===== config.mk =====
export PLATFORM = sky130hd
export DESIGN_NAME = cordic_vector
export DESIGN_NICKNAME = d
export VERILOG_FILES = /design/src/rtl/cordic_vector.sv
export SDC_FILE = /design/constraint.sdc
export NUM_CORES = 1
export LEC_CHECK = 0
export BUFFER_PORTS_ARGS = -buffer_cell sky130_fd_sc_hd__buf_2
export CORE_ASPECT_RATIO = 0.75
export CORE_UTILIZATION = 57
export DETAILED_ROUTE_END_ITERATION = 7
export PLACE_DENSITY = 0.76
export SLEW_MARGIN = 10
export SYNTH_ARGS = -nofsm -noshare
export SYNTH_HDL_FRONTEND = slang
export SYNTH_SLANG_ARGS = --single-unit

===== constraint.sdc =====
create_clock -name clock -period 6.1 [get_ports clock]
set_input_delay 1.83 -clock clock [delete_from_list [all_inputs] [get_ports clock]]
set_output_delay 1.83 -clock clock [all_outputs]
set_load 0.02 [all_outputs]

===== src/rtl/cordic_vector.sv =====
// cordic_vector: iterative CORDIC in vectoring mode. Converts a signed
// (x_in, y_in) pair into a gain-scaled magnitude and an angle in pi/256 units.
// A pre-rotation folds the left half-plane into the right half-plane. After
// that, eight micro-rotations run at one per clock.
//
// Ports:
//   clock  - rising-edge clock for all state
//   reset  - synchronous, active-high reset
//   start  - begin a conversion (accepted only while idle)
//   x_in   - signed X coordinate, captured on the accepting edge
//   y_in   - signed Y coordinate, captured on the accepting edge
//   busy   - high while micro-rotations are in progress
//   done   - one-cycle pulse when mag/angle take new values
//   mag    - unsigned magnitude, scaled by CORDIC gain K (~1.6468)
//   angle  - signed angle, LSB = pi/256 rad, wraps modulo 512
module cordic_vector #(
  parameter int DW   = 9,
  parameter int ITER = 8
) (
  input  logic                 clock,
  input  logic                 reset,
  input  logic                 start,
  input  logic signed [DW-1:0] x_in,
  input  logic signed [DW-1:0] y_in,
  output logic                 busy,
  output logic                 done,
  output logic        [DW:0]   mag,
  output logic signed [DW-1:0] angle
);

  localparam int CW = $clog2(ITER);

  typedef enum logic {IDLE, RUN} state_t;

  state_t state, state_next;

  logic signed [DW+1:0] x, y, xe, ye, x_pre, y_pre, x_it, y_it, xs, ys;
  logic signed [DW:0]   z, z_pre, z_it, atan;
  logic        [CW-1:0] cnt;
  logic                 last;
  logic                 zero;

  assign busy = (state == RUN);
  assign last = (state == RUN) && (cnt == CW'(ITER - 1));

  always_comb begin
    state_next = state;
    case (state)
      IDLE:    if (start) state_next = RUN;
      RUN:     if (last)  state_next = IDLE;
      default: state_next = IDLE;
    endcase
  end

  // Quadrant pre-rotation. The inputs are widened first so that negating the
  // most negative input value stays representable.
  always_comb begin
    xe = {{2{x_in[DW-1]}}, x_in};
    ye = {{2{y_in[DW-1]}}, y_in};
    if (!x_in[DW-1]) begin
      x_pre = xe;
      y_pre = ye;
      z_pre = '0;
    end else if (!y_in[DW-1]) begin
      x_pre = ye;
      y_pre = -xe;
      z_pre = (DW+1)'(128);
    end else begin
      x_pre = -ye;
      y_pre = xe;
      z_pre = -((DW+1)'(128));
    end
  end

  always_comb begin
    case (cnt)
      3'd0:    atan = (DW+1)'(64);
      3'd1:    atan = (DW+1)'(38);
      3'd2:    atan = (DW+1)'(20);
      3'd3:    atan = (DW+1)'(10);
      3'd4:    atan = (DW+1)'(5);
      3'd5:    atan = (DW+1)'(3);
      default: atan = (DW+1)'(1);
    endcase
  end

  always_comb begin
    xs = x >>> cnt;
    ys = y >>> cnt;
    if (!y[DW+1]) begin
      x_it = x + ys;
      y_it = y - xs;
      z_it = z + atan;
    end else begin
      x_it = x - ys;
      y_it = y + xs;
      z_it = z - atan;
    end
  end

  // The final micro-rotation and the result update share one edge. The
  // outputs are therefore loaded from the iteration result, not from the
  // registers. A zero input vector would otherwise accumulate every table
  // entry into z, so its angle is forced to zero.
  always_ff @(posedge clock) begin
    if (reset) begin
      state <= IDLE;
      x     <= '0;
      y     <= '0;
      z     <= '0;
      cnt   <= '0;
      zero  <= 1'b0;
      done  <= 1'b0;
      mag   <= '0;
      angle <= '0;
    end else begin
      state <= state_next;
      done  <= last;
      case (state)
        IDLE: begin
          if (start) begin
            x    <= x_pre;
            y    <= y_pre;
            z    <= z_pre;
            cnt  <= '0;
            zero <= (x_in == '0) && (y_in == '0);
          end
        end
        RUN: begin
          x   <= x_it;
          y   <= y_it;
          z   <= z_it;
          cnt <= cnt + CW'(1);
          if (last) begin
            mag   <= x_it[DW:0];
            angle <= zero ? '0 : z_it[DW-1:0];
          end
        end
        default: ;
      endcase
    end
  end

endmodule


Word-level counts from Yosys, hierarchy flattened
Index checks and enable logic that the tools add are counted.
Word-level totals
  register bits after elaboration: 57
  latch bits: 0
  bits in writable memories: 0
  memory bits (read-only): 0
  output and inout bits: 21
  memories kept: 0
Cells by class
  add/sub/neg operators: 9
  $mul: 0
  divide/modulo/power cells: 0
  magnitude comparators: 0
  equal/unequal tests: 7
  shifts and indexed selects: 2
  muxes and demuxes: 22
  bitwise operators: 1
  reductions and logical operators: 7
Operators with widths (number)
  2-to-1 mux 11 bit: 8
  case mux 11 bit (2 select lines): 2
  case mux 7 bit (6 select lines): 1
  2-to-1 mux 10 bit: 4
  adder 11 bit: 2
  negator 9 -> 11 bit: 2
  >>> shifter 11 x 3 -> 11 bit: 2
  subtractor 11 bit: 2
  case mux 10 bit (2 select lines): 1
  zero test 9 bit: 2
  adder 10 bit: 1
  subtractor 10 bit: 1
  equality test 3 bit, second input constant: 3
  2-to-1 mux 9 bit: 1
  equality test 3 x 2 -> 1 bit, second input constant: 2
  case mux 3 bit (2 select lines): 1
  AND reduction 2 bit: 2
  adder 3 x 1 -> 3 bit, second input constant: 1
  equality test 3 x 1 -> 1 bit, second input constant: 1
  zero test 3 bit: 1
  2-to-1 mux 3 bit: 1
  logical AND 1 bit: 2
  2-to-1 mux 1 bit: 2
  != test 2 bit, second input constant: 1
  other kinds (2): 2

Logic depth before layout (Yosys ltp)
  depth after elaboration: 5
  depth in mapped cells: 21

Worst setup path before layout
OpenSTA, ideal clock, no wires.
  kind: register -> register
  from: register cnt[1]
  to: register x[10]
  arrival: 4.134 ns
  path slack: 1.903 ns
  stages on the path, launching flop included: 19
  path buffers: 3
  period minus slack after synthesis: 4.197 ns
  cell sequence: dfxtp_1 > buf_2 > buf_4 > buf_2 > mux4_2 > mux2i_1 > ha_1 > and2_1 > a21bo_2 > nor2_1 > mux2i_1 > o21ai_1 > ha_1 > a21o_1 > a211oi_1 > a21boi_1 > o21ai_0 > or3_1 > nand4_1
On the way
  word-level cells in the longest chain between the ends: 4
  elaborated cells between the ends (all ways): 5
Ends and longest elaborated chain
  start: declaration: RTL line 39  | logic [CW-1:0] cnt;
  start signal: assignment: RTL line 133  | cnt <= cnt + CW'(1);
  >>> shifter 11 x 3 -> 11 bit (*): RTL line 89  | ys = y >>> cnt;
  adder 11 bit / subtractor 11 bit (equally long branches): RTL line 91, 95
  2-to-1 mux 11 bit (*): RTL line 90  | if (!y[DW+1]) begin
  case mux 11 bit (2 select lines) (*): RTL line 119  | case (state)
  end signal: assignment: RTL line 122  | x <= x_pre;
  end signal: assignment: RTL line 130  | x <= x_it;
  end: declaration: RTL line 37  | logic signed [DW+1:0] x, y, xe, ye, x_pre, y_pre, x_it, y_it, xs, ys;
Mark *: on every way between the ends. The rest lies on a longest branch, timed or not.
A chain may end at the register's enable or synchronous reset.

Final worst setup path
  from: register cnt[0]
  to: register x[10]
Same word-level chain as after synthesis.

==> results.md <==
- Run status: finished clean
- Total wire length: 15,320 um
- Clk Latency, worst-skew pair: 0.31 ns
- Asr flop ratio synth: 0
- Post-DP Area: between 0.005 and 0.006 sq mm
- Worst-Margin Slew: around 0.84 ns
- Reg2reg path depth: 17
- Initial DRC Count: ~340
- Clk_skew: between 0.007 and 0.008 ns
- Critical Path AT: 4.91 ns
- Vias in the first global route: 4,939
- Number of diodes: 0
- Worst setup path class: reg2reg
- Setup TNS: 0 ns
- FF-to-FF End: x[10]
- Core area: 0.009196 sq mm
- WP buf/inv: 1
- Ports: 42
- Hold_sp: angle[1]
- Syn Area/Cell: 7.716 sq um
- MaxCap Viol Count: 0
- CTS tree: yes
- Die ar.: 0.01004 sq mm
- Antenna viol nets, final: 0
- Most common cell after layout, fill and taps aside: nor2_1
- Final #Nets: 783
- Critical-path cell list: mux4_2, nand2_1, o21ai_1, inv_1, ha_1, and2_1, a21bo_2, nor2_1, mux2i_1, o21ai_1, ha_1, a21o_1, a211oi_1, a21boi_1, o21ai_0, or3_1, nand4_1
- RSZ-0062 raised after global routing: false
- Starting density of the core: 0.5974
- Period utilization: 0.7636
- Most used DFF post-synth: dfxtp_1
- Layout cells sized above 1: 0.1250
- Max frequency: 214.7 MHz
- Clock root cell: clkbuf_16
- Final Hold Fails: 0
- Setup Slack @ Placement: around 1.6 ns
- Post_cts resized: 0
- Die Span X: 115.4 um
- H-tree depth: 2
- Post-DP HPWL: 11,360 um
- PnR worst setup slack: roughly 1.4 ns
- Port buffer count: 41
- PwrDens: 346.4 mW/mm^2
- Peak supply drop: between 0.15 and 0.2 mV
- Worst-path clk slew: 0.08 ns
- Syn_nets: 776
- Most frequent cells in the layout: 105 x nor2_1, 68 x a21oi_1, 55 x dfxtp_1
- Sequential area share after synthesis: 0.2041
- Synth unique cells: 67
- Gr usage total: 0.3230
- WHS Path Cells: 2
- Worst Hold Path EP: angle[1]
- Post-synth EDFFs: 0
- CTS Hold Bufs: 0
- Reg2Reg Setup Slack: 1.44 ns
- Crit path depth: 17
- R2R Path Start: cnt[0]
- Filler Cell Count: approximately 820
- GP Congestion: 0.9323
- Pin count of the biggest net entering global routing: 55
- TritonCTS buffer count: 5
- Kind of cell adding the most delay to the critical path: compound AO/OA/AOI/OAI gates
- First-pass GRT wire length: 25,170 um
- Synth-to-layout area growth: 6.764%
- Post-CTS Setup Repair Bufs: 0
- Drt first pass iters: 5
- #FFs+latches synth: 56
- LEAKAGE: roughly 0.0025 uW
- Worst min path class: reg2reg
- Ys Warns: 0
- Fin crit period: 4.658 ns
- Slew headroom: 0.4361
- Finished Cell Area: 0.005866 sq mm
- Mapped Cells: 712
- Via Count: 5,362
- Final Max Tran Viols: 0
- DRC viols: 0
- Sink Count: 56
- Worst EP required: 6.35 ns
- Cell Area, Synth: 0.005494 sq mm
- Clock Path Buffers: 2
- Die height: just under 90 um
- Crit path largest cell delay: 0.85 ns
- Setup Viol. Count Final: 0
- CP Capture Type: flop
- Critical Path Source Type: flop
- Initial antenna violation count: 0
- Max stage delay cell, worst path: dfxtp_1
- Largest fanout on the critical path: 18
- FP Rows: 30
- Routed WL per cell: 18.07 um
- Total global routing overflow: 0
- Post-DR vias/cell: around 6.3
## routing by layer
layer  part of all wire  wire length, um  vias to the layer above  track usage
met3              0.092             1402                       16      0.05219
li1                   -                -                     2591            -
met5                  0                0                        -            0
met4              0.011              171                        0      0.08146
met2               0.42             6435                      237       0.4769
met1               0.48             7310                     2518       0.4841
## Yosys cell counts (5+ instances only)
library cell  number  share of area
a211oi_1          30          0.041
a21o_1             9          0.012
a221oi_1           5         0.0080
o21ai_0           25          0.023
or3_1              5         0.0057
o21a_1            11          0.015
nor3_1            20          0.018
mux2i_1           31          0.056
xnor2_1           20          0.032
buf_2              7         0.0064
o211ai_1           9          0.012
o31ai_1            6         0.0082
xor2_1            23          0.037
a21oi_1           68          0.062
nor2b_1           10          0.011
inv_1             25          0.017
o21ai_1            5         0.0046
nand2_1           42          0.029
dfxtp_1           56           0.20
and3_1             5         0.0057
mux4_2            11          0.045
mux2_2            10          0.020
ha_1              40          0.091
nand3_1           12          0.011
nor2_1           105          0.072
clkbuf_1          35          0.024
nand2b_1          10          0.011
## layout make-up
class	count	area (sq um)	area share
Clock inverter	3	27.53	0.004693
Tap cell	128	160.2	0.02730
Clock buffer	5	125.1	0.02133
Multi-Input combinational cell	580	4068	0.6935
Inverter	28	105.1	0.01792
Sequential cell	56	1122	0.1913
Timing Repair Buffer	48	257.7	0.04394
## state kept, by name, indices dropped and copies added, names as in the netlist
name,count
angle,9
busy,1
cnt,3
done,1
mag,10
x,11
y,11
z,9
zero,1
## worst reg2reg max path, stage by stage (launching register included)
cell and delay (ns):
dfxtp_1 0.85, mux4_2 0.60, nand2_1 0.08, o21ai_1 0.13, inv_1 0.09, ha_1 0.15, and2_1 0.13, a21bo_2 0.25
nor2_1 0.20, mux2i_1 0.21, o21ai_1 0.10, ha_1 0.37, a21o_1 0.23, a211oi_1 0.25, a21boi_1 0.26, o21ai_0 0.21
or3_1 0.39, nand4_1 0.10
## where the power goes
part           switching [uW]  total, uW  internal, uW
Sequential               77.0        482           405
Clock                     155        311           157
Combinational             713       1240           525
## kinds of logic (layout without fill, tap and decap cells)
group           count (synthesis)  count (layout)  share of synthesized area
flops                          56              56                     0.2041
xor+xnor                       43              43                    0.06855
buf+inv                        76              84                    0.05557
mux                            55              55                     0.1291
compound gates                209             209                     0.2498
fa+ha+maj                      43              43                     0.1020
simple gates                  230             230                     0.1908
## through the flow
step	total power [uW]	hold slack, ns	utilization	std cells
after floorplan	1425	0.4641	-	712
after global placement	1666	0.4397	0.6212	840
after detailed placement	1689	0.4466	0.6212	840
after CTS	2009	0.4605	0.6378	848
after global routing	2185	0.4882	0.6378	848
final	2032	0.4584	0.6378	848
## how the worst max path moves through the flow
stage / start / end / slack [ns]
6_report: cnt[0] / x[10] / 1.44
3_3_place_gp: cnt[1] / z[8] / 1.70
2_1_floorplan: cnt[1] / x[10] / 1.90
3_5_place_dp: cnt[1] / z[8] / 1.56
4_1_cts: cnt[1] / z[8] / 1.53
5_1_grt: cnt[1] / z[8] / 1.11
(Power assumes the default switching activity.)
